===== config.mk =====
export PLATFORM = sky130hd
export DESIGN_NAME = ram_bist_controller
export DESIGN_NICKNAME = d
export VERILOG_FILES = /design/src/rtl/ram_bist_controller.sv
export SDC_FILE = /design/constraint.sdc
export NUM_CORES = 1
export LEC_CHECK = 0
export CORE_UTILIZATION = 51
export DETAILED_ROUTE_END_ITERATION = 12
export PLACE_DENSITY_LB_ADDON = 0.3
export REMOVE_ABC_BUFFERS = 1
export SETUP_SLACK_MARGIN = 0.15
export SLEW_MARGIN = 10
export SYNTH_ARGS = -nofsm -noshare
export SYNTH_HDL_FRONTEND = slang
export SYNTH_SLANG_ARGS = --single-unit
export TNS_END_PERCENT = 100

===== constraint.sdc =====
create_clock -name clk -period 3.4 [get_ports clk]
set_clock_uncertainty 0.1 [all_clocks]
set_input_delay 0.68 -clock clk [delete_from_list [all_inputs] [get_ports clk]]
set_output_delay 0.68 -clock clk [all_outputs]
set_load 0.1 [all_outputs]

===== src/rtl/ram_bist_controller.sv =====
// RAM BIST initiator: fills DEPTH words with an 8-bit LFSR pattern, reads them back and compares.
// Ports: clk/rst (sync, active-high), start/seed request, we/addr/din/dout RAM port, busy/done/pass/fail_cnt/first_fail_addr results.
// Latency start->done 2*DEPTH+READ_LAT+1 (4*DEPTH+2*READ_LAT+1 with BIST_INVERT_PASS_EN); no backpressure, start ignored unless idle.
module ram_bist_controller #(
  parameter int DEPTH    = 16,
  parameter int ADDR_W   = 8,
  parameter int READ_LAT = 1
) (
  input  logic              clk,
  input  logic              rst,
  input  logic              start,
  input  logic [7:0]        seed,
  output logic              we,
  output logic [ADDR_W-1:0] addr,
  output logic [7:0]        din,
  input  logic [7:0]        dout,
  output logic              busy,
  output logic              done,
  output logic              pass,
  output logic [7:0]        fail_cnt,
  output logic [ADDR_W-1:0] first_fail_addr
);

  typedef enum logic [2:0] {IDLE, WRITE, READ, DRAIN, DONE} state_t;

  localparam logic [ADDR_W-1:0] LAST_ADDR  = ADDR_W'(DEPTH - 1);
  localparam logic [2:0]        LAST_DRAIN = 3'(READ_LAT - 1);

  state_t            state;
  logic [7:0]        seed_q;     // seed with 0 already replaced by 1
  logic [7:0]        pat;        // true LFSR value belonging to the current addr
  logic              inv;        // second (inverted-data) pass in progress
  logic [2:0]        drain_cnt;

  // Delay line aligning each issued read with its returning dout.
  logic [READ_LAT-1:0] dl_vld;
  logic [7:0]          dl_exp  [READ_LAT];
  logic [ADDR_W-1:0]   dl_addr [READ_LAT];

  logic [7:0] pat_nx;
  logic [7:0] seed_eff;
  logic       mism;
  logic [7:0] fail_nx;

  function automatic logic [7:0] lfsr_step(input logic [7:0] v);
    // x^8+x^6+x^5+x^4+1, shift left, feedback into bit 0
    return {v[6:0], v[7] ^ v[5] ^ v[4] ^ v[3]};
  endfunction

  assign pat_nx   = lfsr_step(pat);
  assign seed_eff = (seed == 8'h00) ? 8'h01 : seed;

  // Failure count including the compare happening at this edge, so the
  // DONE-entry edge can publish pass from the final count.
  always_comb begin
    mism    = dl_vld[READ_LAT-1] && (dout != dl_exp[READ_LAT-1]);
    fail_nx = fail_cnt;
    if (mism && fail_cnt != 8'hFF) fail_nx = fail_cnt + 8'd1;
  end

  always_ff @(posedge clk) begin
    if (rst) begin
      state           <= IDLE;
      we              <= 1'b0;
      addr            <= '0;
      din             <= 8'h00;
      busy            <= 1'b0;
      done            <= 1'b0;
      pass            <= 1'b0;
      fail_cnt        <= 8'h00;
      first_fail_addr <= '0;
      seed_q          <= 8'h00;
      pat             <= 8'h00;
      inv             <= 1'b0;
      drain_cnt       <= 3'd0;
      dl_vld          <= '0;
    end else begin
      dl_vld[0]  <= (state == READ);
      dl_exp[0]  <= inv ? ~pat : pat;
      dl_addr[0] <= addr;
      for (int i = 1; i < READ_LAT; i++) begin
        dl_vld[i]  <= dl_vld[i-1];
        dl_exp[i]  <= dl_exp[i-1];
        dl_addr[i] <= dl_addr[i-1];
      end

      fail_cnt <= fail_nx;
      if (mism && fail_cnt == 8'h00) first_fail_addr <= dl_addr[READ_LAT-1];

      case (state)
        IDLE: begin
          if (start) begin
            seed_q          <= seed_eff;
            pat             <= seed_eff;
            inv             <= 1'b0;
            fail_cnt        <= 8'h00;
            first_fail_addr <= '0;
            pass            <= 1'b0;
            busy            <= 1'b1;
            we              <= 1'b1;
            addr            <= '0;
            din             <= seed_eff;
            state           <= WRITE;
          end
        end
        WRITE: begin
          if (addr == LAST_ADDR) begin
            we    <= 1'b0;
            addr  <= '0;
            din   <= 8'h00;
            pat   <= seed_q;
            state <= READ;
          end else begin
            addr <= addr + ADDR_W'(1);
            pat  <= pat_nx;
            din  <= inv ? ~pat_nx : pat_nx;
          end
        end
        READ: begin
          if (addr == LAST_ADDR) begin
            drain_cnt <= 3'd0;
            state     <= DRAIN;
          end else begin
            addr <= addr + ADDR_W'(1);
            pat  <= pat_nx;
          end
        end
        DRAIN: begin
          if (drain_cnt == LAST_DRAIN) begin
`ifdef BIST_INVERT_PASS_EN
            if (!inv) begin
              inv   <= 1'b1;
              pat   <= seed_q;
              we    <= 1'b1;
              addr  <= '0;
              din   <= ~seed_q;
              state <= WRITE;
            end else begin
              done  <= 1'b1;
              pass  <= (fail_nx == 8'h00);
              state <= DONE;
            end
`else
            done  <= 1'b1;
            pass  <= (fail_nx == 8'h00);
            state <= DONE;
`endif
          end else begin
            drain_cnt <= drain_cnt + 3'd1;
          end
        end
        DONE: begin
          done  <= 1'b0;
          busy  <= 1'b0;
          state <= IDLE;
        end
        default: state <= IDLE;
      endcase
    end
  end

endmodule


After elaboration in Yosys (flattened, before gate mapping)
Memories as Yosys holds them, arrays and structs flattened.
Cells that the tools add are included.
{"block": "op_classes", "eq_ne": 13, "muxes": 35, "bitwise": 3, "n_reduce_logical": 23, "n_addsub": 3}
{"cell": "$mux W8", "n": 14}
{"cell": "$pmux W8 S3", "n": 2}
{"cell": "$logic_not A8 Y1", "n": 3}
{"cell": "$mux W3", "n": 6}
{"cell": "$add A8 B1 Y8 const B", "n": 2}
{"cell": "$pmux W8 S2", "n": 1}
{"cell": "$pmux W3 S4", "n": 1}
{"cell": "$reduce_and A3 Y1", "n": 4}
{"cell": "$ne A2 B2 Y1 const B", "n": 5}
{"cell": "$reduce_bool A2 Y1", "n": 5}
{"cell": "$eq A8 B4 Y1 const B", "n": 1}
{"cell": "$ne A8 B8 Y1", "n": 1}
{"cell": "$ne A8 B8 Y1 const B", "n": 1}
{"cell": "$pmux W1 S2", "n": 4}
{"cell": "$reduce_and A2 Y1", "n": 4}
{"cell": "$eq A3 B2 Y1 const B", "n": 2}
{"cell": "$logic_not A3 Y1", "n": 2}
{"cell": "$mux W1", "n": 6}
{"cell": "$pmux W3 S2", "n": 1}
{"cell": "$reduce_and A4 Y1", "n": 1}
{"cell": "$add A3 B1 Y3 const B", "n": 1}
{"cell": "$eq A3 B1 Y1 const B", "n": 1}
{"cell": "$eq A3 B3 Y1 const B", "n": 1}
{"cell": "$logic_and A1 B1 Y1", "n": 3}
{"cell": "3 further kinds", "n": 5}
{"block": "totals", "output_inout_bits": 36, "ram_bits": 16, "regBits": 59, "in_bits": 19, "wordCells": 92, "mem_count": 2}
{"memory": "dl_addr", "depth": 1, "word_bits": 8, "read_ports": 1, "rd_clocked_by_memory_dff": 0, "wr": 1, "line": "38", "text": "logic [ADDR_W-1:0] dl_addr [READ_LAT];"}
{"memory": "dl_exp", "depth": 1, "word_bits": 8, "read_ports": 1, "rd_clocked_by_memory_dff": 0, "wr": 1, "line": "37", "text": "logic [7:0] dl_exp [READ_LAT];"}

Depth between registers and ports, before layout
Gate-level depths: netlist of run 1.
An unclocked memory read counts as a cell.
{"block": "logic_depth", "word_depth": 8, "mapped_depth": 8, "ltp_nobuf": 7}

Worst setup path after synthesis of run 1
No wires, ideal clock.
{"block": "synth_path", "kind": "reg-to-reg", "from": "register fail_cnt[0]", "to": "register pass", "synth_period_minus_slack_ns": 2.737, "stages_incl_launch_ff": 8, "slack_ns": 0.663, "required_time_ns": 3.213, "setup_time_ns": 0.087, "n_path_buf": 0, "arrival_ns": 2.550, "path_cell_list": "dfxtp_1 ha_1 nand3_1 nor3_1 inv_1 a211oi_1 o211ai_1 o31ai_1"}
{"block": "synth_via", "elab_chain_cells": 6, "elab_cells_between_ends": 7, "classes_between": "1 x add/sub; 1 x eq/ne; 3 x mux; 2 x reduce/logical"}
{"item": "start, declared", "line": "20", "text": "output logic [7:0] fail_cnt,"}
{"item": "start signal, assigned", "line": "87", "text": "fail_cnt <= fail_nx;"}
{"item": "branches (longest 2 deep; another with $add A8 B1 Y8)"}
{"item": "$mux W8 *", "line": "58", "text": "if (mism && fail_cnt != 8'hFF) fail_nx = fail_cnt + 8'd1;"}
{"item": "$logic_not A8 Y1 *", "line": "145", "text": "pass <= (fail_nx == 8'h00);"}
{"item": "$mux W1 *", "line": "129", "text": "if (drain_cnt == LAST_DRAIN) begin"}
{"item": "$pmux W1 S2 *", "line": "90", "text": "case (state)"}
{"item": "end signal, assigned", "line": "145"}
{"item": "end, declared", "line": "19", "text": "output logic pass,"}
Mark *: on every way between the ends. The select of a mux whose other input is x is not followed.
A chain may end at the register's enable or synchronous reset.

Worst setup path in the final report of run 1
{"block": "layout_path", "from": "register state[1]", "to": "register pat[2]"}
{"block": "layout_via", "elab_chain_cells": 3, "elab_cells_between_ends": 8, "classes_between": "4 x eq/ne; 1 x mux; 3 x reduce/logical"}
{"item": "start, declared", "line": "29", "text": "state_t state;"}
{"item": "start signal, assigned", "line": "63", "text": "state <= IDLE;"}
{"item": "start signal, assigned", "line": "103", "text": "state <= WRITE;"}
{"item": "start signal, assigned", "line": "112", "text": "state <= READ;"}
{"item": "$eq A3 B2 Y1 (tied with other cells)", "line": "90"}
{"item": "$ne A2 B2 Y1 (no source line) / $reduce_bool A3 Y1 (equally long branches)"}
{"item": "$reduce_and A3 Y1 (no source line)"}
{"item": "end signal, assigned", "line": "111", "text": "pat <= seed_q;"}
{"item": "end signal, assigned", "line": "115", "text": "pat <= pat_nx;"}
{"item": "end signal, assigned", "line": "125", "text": "pat <= pat_nx;"}
{"item": "end, declared", "line": "31", "text": "logic [7:0] pat;"}
Several ways; a longest one is shown, not always the timed one.

==> metrics.log, run 1 <==
INFO  metric number_of_flip_flops_and_latches_in_the_synthesized_netlist = 75
INFO  metric wire_per_inst = 15.3 µm
INFO  metric status = finished clean
INFO  metric post-route-drc-count = 0
INFO  metric internal_power = roughly 1.4 mW
INFO  metric worst-slew-pin-transition = 0.733 ns
INFO  metric die-width = roughly 82 µm
INFO  metric global_route.overflow_total = 0
INFO  metric timing_max_transition_violations_final = 0
INFO  metric highest_count_cells_in_the_layout_ignoring_fill_and_taps = dfxtp_1, nor2_1, buf_4
INFO  metric timing.final.setup_violations = 0
INFO  metric clock_path_buffers = 2
INFO  metric nets = 428
INFO  metric io_buffer_count = 54
INFO  metric sw_pwr = ~0.53 mW
INFO  metric hold_class = register to register
INFO  metric placed_cells = ~470
INFO  metric antenna_cells_inserted = 0
INFO  metric sinks_on_the_clock_net = 75
INFO  metric gp_congestion = about 0.84
INFO  metric antenna_left = 0
INFO  metric drive_gt1_share = between 10% and 20%
INFO  metric maximum_number_of_pins_on_one_net_before_global_route_repair = 33
INFO  metric detailedPlacementHpwl = around 5200 µm
INFO  metric grt_pass1_wl = 11800 µm
INFO  metric clock_latency = 0.34 ns
INFO  metric mappedNetlistArea = roughly 3300 µm²
INFO  metric total_leakage_power = roughly 1.6 nW
INFO  metric cts.repair.resized = 0
INFO  metric cts_inserted_buffers = 9
INFO  metric number_of_synthesized_flops_with_an_enable_pin = 16
INFO  metric worstPathArrival = ~2.6 ns
INFO  metric cts-hold-fix-buffers = 0
INFO  metric worst_path_required = roughly 3.6 ns
INFO  metric reg2reg_slack = 0.97 ns
INFO  metric vias_per_cell = about 5.7
INFO  metric tritoncts = done
INFO  metric combinationalPowerShare = a little over an eighth
INFO  metric critical-path-slowest-cell = a21oi_1
INFO  metric grt_pass1_vias = 2519
INFO  metric finalHoldViolCount = 0
INFO  metric final-instance-count-excl-fill = roughly 480
INFO  metric synth.yosys.seq_area_share = about 50%
INFO  metric timing.critical_path.from_type = register
INFO  metric detailedRoute.firstPassIterationCount = 5
INFO  metric crit_path_max_incr_delay = roughly 0.6 ns
INFO  metric final_core_utilization = approximately two thirds
INFO  metric clkSlewWorstSetupHoldPaths = about 0.080 ns
INFO  metric fp.dieArea = slightly below 7000 µm²
INFO  metric post-route-period-util = a little under three quarters
INFO  metric grt_antenna_before_repair = 0
INFO  metric row_count = 28
INFO  metric global_route.usage.total = about a quarter
INFO  metric htreeDepth = 3
INFO  metric synth_async_sr_flop_share = 0%
INFO  metric synth_cell_types = 45
INFO  metric max_cap_viol_count = 0
INFO  metric critPathMaxFanout = 16
INFO  metric dr_total_vias = between 2000 and 3000
INFO  metric die_height = between 80 and 90 µm
INFO  metric yosys_warnings = 0
INFO  metric power.density = just under 500 nW/µm²
INFO  metric final_common_cell = dfxtp_1
INFO  metric core-area = roughly 6100 µm²
INFO  metric max_freq = just over 400 MHz
INFO  metric crit_path_cell_trace = nor2b_1 > o21ai_0 > a21oi_1 > buf_4 > nor2_1 > a211oi_1
INFO  metric critPathKind = register to register
INFO  metric power.share.clock = a little under two fifths
INFO  metric setup_ws = between 0.9 and 1 ns
INFO  metric rsz0062_at_grt = no
INFO  metric cts.root.buffer_cell = clkbuf_8
INFO  metric worst_slew_margin_rel = 51.1%
INFO  metric fin_setup_tns = 0 ns
INFO  metric share_seq_of_total_power = about half
INFO  metric cts.repair_timing.setup_buffer_count = 0
INFO  metric min_period = 2.43 ns
INFO  metric synthCells = 350
INFO  metric worst_setup_path_end_kind = register
INFO  metric switching_share = a little over a quarter
INFO  metric max-vdd-ir-drop = approximately 280 µV
INFO  metric syn_area_per_cell = about 9.4 µm²
INFO  metric synth_flop_cell = dfxtp_1
INFO  metric num_io_pins = 55
INFO  metric preCtsSetupSlack = ~0.66 ns
INFO  metric initial_drt_markers = 179
INFO  metric effective_utilization_at_floorplan = between 50% and 60%
INFO  metric totalWireLength = about 7400 µm
INFO  metric syn2layout_area_growth = 21.9%
INFO  metric finalPower = 1.98 mW
synthesized netlist by cell type (all sizes together), types with 9 or more instances:
master	instances	share of area (%)
a211oi	12	2.7
a21oi	24	3.8
clkbuf	13	1.5
dfxtp	59	36
edfxtp	16	15
inv	9	1.0
mux2i	11	3.3
nand2	28	3.2
nand3	15	2.3
nand4	9	1.7
nor2	49	5.6
nor3	10	1.9
o21ai	11	1.8
xnor2	18	4.8
power by group through the flow:
| stage | combinational [mW] | sequential, mW | clock [mW] |
|---|---|---|---|
| floorplan | 0.0953 | 1.07 | 0 |
| global placement | 0.251 | 0.998 | 0 |
| detailed placement | 0.255 | 1.00 | 0 |
| CTS | 0.256 | 0.980 | 0.747 |
| global route | 0.274 | 0.984 | 0.790 |
| finish | 0.256 | 0.981 | 0.739 |
critical path: cells and delay by family, from the launching register on:
family | cells | cell delay (ns)
DFF | 1 | 0.54
AOI/OAI and AO/OA | 3 | 0.98
buffers and inverters | 1 | 0.33
and+or+nand+nor | 2 | 0.40
final timing paths:
path,from,endpoint,depth (start not counted)
setup / recovery,state[1]$_SDFFE_PP0P_,pat[2]$_SDFFE_PP0P_,6
hold / removal,seed_q[7]$_SDFFE_PP0P_,seed_q[7]$_SDFFE_PP0P_,2
setup reg to reg,state[1]$_SDFFE_PP0P_,pat[2]$_SDFFE_PP0P_,6
hold reg to reg,seed_q[7]$_SDFFE_PP0P_,seed_q[7]$_SDFFE_PP0P_,2
area by class of cell:
type / instances / area [µm²]
Clock inverter: 7 / 92.6
Clock buffer: 9 / 124
Sequential cell: 75 / 1660
Tap cell: 75 / 93.8
Inverter: 9 / 33.8
Fill cell: 527 / 2070
Multi-Input combinational cell: 249 / 1530
Timing Repair Buffer: 60 / 495
state kept, by name, indices dropped and copies added, names as in the netlist, 3 cells and up:
register and cells:
addr 8, din 8, dl_addr 8, dl_exp 8, drain_cnt 3, fail_cnt 8
first_fail_addr 8, pat 8, seed_q 8, state 3
logic make-up after synthesis:
logic type               count (synthesis)  share of synthesized area, %
AND/OR/NAND/NOR                        137                          20.0
AO/OA/AOI/OAI                           73                          14.9
multiplexers                            11                          3.33
XOR/XNOR                                23                          6.10
adder cells (fa/ha/maj)                  5                          1.89
flip-flops                              75                          50.3
buffers and inverters                   26                          3.49
per-stage QoR:
step,cell area (µm²),hold WS (ns)
CTS,4030,0.359
global placement,3810,0.341
detailed placement,3810,0.349
floorplan,3220,0.330
global route,4030,0.370
finish,4030,0.363
routing by layer:
metal	share of wire, %	routed length (µm)	track usage, %
met2	48	3540	38.2
met5	0	0	0
met1	45	3370	29.9
met4	2.3	171	12.6
met3	4.4	326	3.96
No activity file was read; power rests on OpenSTA's default activity.
==> run 2, diff against run 1 <==
- CORE_UTILIZATION: 51 -> 48
- clock period: 3.4 -> 2.2 ns (I/O delays scaled with it)
==> run 2 against run 1 <==
Compared with the run above:
- the run now ends with design-rule violations left
- setup slack worse by 0.80 ns
- clock power is 56% higher
- global-route usage fell by 1.7 points
- non-clock buffer count up 19
- clock-buffer cell count is the same
- first-iteration DRC count rose by 16%
- routed wire length grew 1.4%
- critical path depth unchanged
- sequential share of layout area is 2.1 points lower
- sequential power up 54%
- combinational power grew 60%
- final area up 5.5%
- critical endpoint is now pat[7]$_SDFFE_PP0P_
==> metrics.log, run 2 (same netlist as run 1, synthesis figures left out) <==
INFO  metric status = complete, but fails checks
INFO  metric failed_checks = design-rule violations
INFO  metric maximum_number_of_pins_on_one_net_before_global_route_repair = 25 (-24%)
INFO  metric grt_antenna_before_repair = 0 (unchanged)
INFO  metric final_area = 4250 µm² (+5.5%)
INFO  metric fin_setup_tns = 0 ns (unchanged)
INFO  metric worst_setup_path_end_kind = register
INFO  metric multiInputGateArea = 1540 µm² (+0.74%)
INFO  metric wire_per_inst = 14.9 µm (-2.8%)
INFO  metric initial_drt_markers = 208 (+16%)
INFO  metric timing_max_transition_violations_final = 0 (unchanged)
INFO  metric post-route-drc-count = 4 (+4)
INFO  metric die-width = 84.9 µm (+3.0%)
INFO  metric drive_gt1_share = 21.3% (+5.1 points)
INFO  metric max_freq = 491 MHz (+19%)
INFO  metric worst-slew-pin-transition = 0.462 ns (-0.271 ns)
INFO  metric io_buffer_count = 54 (unchanged)
INFO  metric grt_pass1_wl = 12300 µm (+4.5%)
INFO  metric antenna_left = 0 (unchanged)
INFO  metric timing.critical_path.from_type = register
INFO  metric reg2reg_slack = 0.16 ns (-0.80 ns)
INFO  metric setup_ws = 0.164 ns (-0.804 ns)
INFO  metric antenna_cells_inserted = 0 (unchanged)
INFO  metric final_core_utilization = 65.4% (-0.63 points)
INFO  metric totalWireLength = 7520 µm (+1.4%)
INFO  metric preCtsSetupSlack = -0.103 ns (-0.764 ns)
INFO  metric num-fill-cells = 500 (-5.1%)
INFO  metric worstPathArrival = 2.16 ns (-0.42 ns)
INFO  metric area_taken_by_flip_flops_and_latches = 1670 µm² (+0.23%)
INFO  metric worst_path_required = 2.32 ns (-1.23 ns)
INFO  metric highest_count_cells_in_the_layout_ignoring_fill_and_taps = dfxtp_1, buf_4, nor2_1
INFO  metric nets = 447 (+4.4%)
INFO  metric worst_slew_margin_rel = 69.2% (+18 points)
INFO  metric dr_total_vias = 2781 (+1.1%)
INFO  metric row_count = 29 (+3.6%)
INFO  metric timing.final.setup_violations = 0 (unchanged)
INFO  metric detailedPlacementHpwl = 5340 µm (+2.4%)
INFO  metric hold_class = register to register
INFO  metric final.hold.worst_slack = 0.363 ns (+0.0000200 ns)
INFO  metric switching_share = 26.8% (-0.083 points)
INFO  metric power.density = 722 nW/µm² (+47%)
INFO  metric internal_power = 2.24 mW (+55%)
INFO  metric clock_path_buffers = 2 (unchanged)
INFO  metric total_leakage_power = 1.71 nW (+7.0%)
INFO  metric global_route.usage.total = 21.8% (-1.7 points)
INFO  metric cts.root.buffer_cell = clkbuf_8
INFO  metric post-route-period-util = 92.6% (+21 points)
INFO  metric finalHoldViolCount = 0 (unchanged)
INFO  metric core-area = 6490 µm² (+6.5%)
INFO  metric placement.cell_area = 4020 µm² (+5.5%)
INFO  metric clkSlewWorstSetupHoldPaths = 0.08 ns (about the same)
INFO  metric min_period = 2.04 ns (-0.396 ns)
INFO  metric syn2layout_area_growth = 28.7%
INFO  metric sinks_on_the_clock_net = 75 (unchanged)
INFO  metric gp_congestion = 0.874 (+3.5%)
INFO  metric die_height = 84.9 µm (+3.0%)
INFO  metric global_route.overflow_total = 0 (unchanged)
INFO  metric share_seq_of_total_power = 49.3% (-0.3 points)
INFO  metric combinationalPowerShare = 13.4% (+0.4 points)
INFO  metric detailedRoute.firstPassIterationCount = 9 (+4)
INFO  metric max_cap_viol_count = 0 (unchanged)
INFO  metric cts.repair_timing.setup_buffer_count = 0 (unchanged)
INFO  metric power.share.clock = 37.4% (about the same)
INFO  metric critPathMaxFanout = 8 (-8)
INFO  metric fp.dieArea = 7210 µm² (+6.1%)
INFO  metric cts_inserted_buffers = 9 (unchanged)
INFO  metric num_io_pins = 55 (unchanged)
INFO  metric htreeDepth = 3 (unchanged)
INFO  metric vias_per_cell = 5.51 (-3.1%)
INFO  metric critPathKind = register to register
INFO  metric effective_utilization_at_floorplan = 50.8% (-3.3 points)
INFO  metric tritoncts = done
INFO  metric grt_pass1_vias = 2583 (+2.5%)
INFO  metric rsz0062_at_grt = yes
INFO  metric clock_latency = 0.34 ns (about the same)
INFO  metric max-vdd-ir-drop = 455 µV (+62%)
INFO  metric sw_pwr = 0.823 mW (+55%)
## run 2: cell types whose count changed in the layout (fill, tap and decap cells not counted), moves of 3 or more
cell / change
buf_12: +5
buf_4: +14
dfxtp_2: +3
dfxtp_1: -3
## run 2: path summary, 6_finish.rpt
path / cells after the start / to / start
setup reg to reg: 6 / pat[7]$_SDFFE_PP0P_ / addr[5]$_SDFFE_PP0P_
hold / removal: 2 / seed_q[2]$_SDFFE_PP0P_ / seed_q[2]$_SDFFE_PP0P_
setup / recovery: 6 / pat[7]$_SDFFE_PP0P_ / addr[5]$_SDFFE_PP0P_
hold reg to reg: 2 / seed_q[2]$_SDFFE_PP0P_ / seed_q[2]$_SDFFE_PP0P_
## run 2: worst max-delay path, stage by stage, from the launching register on
cell      delay, ns
dfxtp_1        0.32
or4_4          0.56
or2_4          0.27
a21oi_2        0.15
nor2_2         0.10
a222oi_1       0.29
a211oi_1       0.12
## run 2: routing by layer
| metal | GRT usage, % | vias to the layer above | wire length, µm |
|---|---|---|---|
| li1 | - | 1402 | - |
| met1 | 29.0 | 1291 | 3570 |
| met2 | 34.4 | 80 | 3500 |
| met3 | 4.57 | 8 | 346 |
| met4 | 9.71 | 0 | 103 |
| met5 | 0 | - | 0 |
## run 2: cell type report
| cell class | instances | area share (%) |
|---|---|---|
| Sequential cell | 75 | 39.2 |
| Multi-Input combinational cell | 249 | 36.2 |
| Timing Repair Buffer | 79 | 16.5 |
| Clock buffer | 9 | 2.92 |
| Tap cell | 77 | 2.27 |
| Clock inverter | 7 | 2.18 |
| Inverter | 9 | 0.795 |
## run 2: power by group through the flow
stage,sequential [mW],combinational (mW),clock [mW]
4_1_cts,1.51,0.409,1.17
5_1_grt,1.52,0.437,1.23
3_3_place_gp,1.54,0.403,0
6_report,1.51,0.410,1.15
2_1_floorplan,1.66,0.147,0
3_5_place_dp,1.54,0.407,0
## run 2: what timing repair did
item | 4_1_cts | 5_1_grt
hold buffers | 0 | 0
setup endpoints to repair | 0 | 14
resized for setup | 0 | 6
endpoints found under the hold margin | 0 | 0
## run 2: stage by stage
step	cells	power, mW
2_1_floorplan	333	1.80
3_3_place_gp	489	1.94
3_5_place_dp	489	1.95
4_1_cts	505	3.09
5_1_grt	505	3.18
6_report	505	3.07
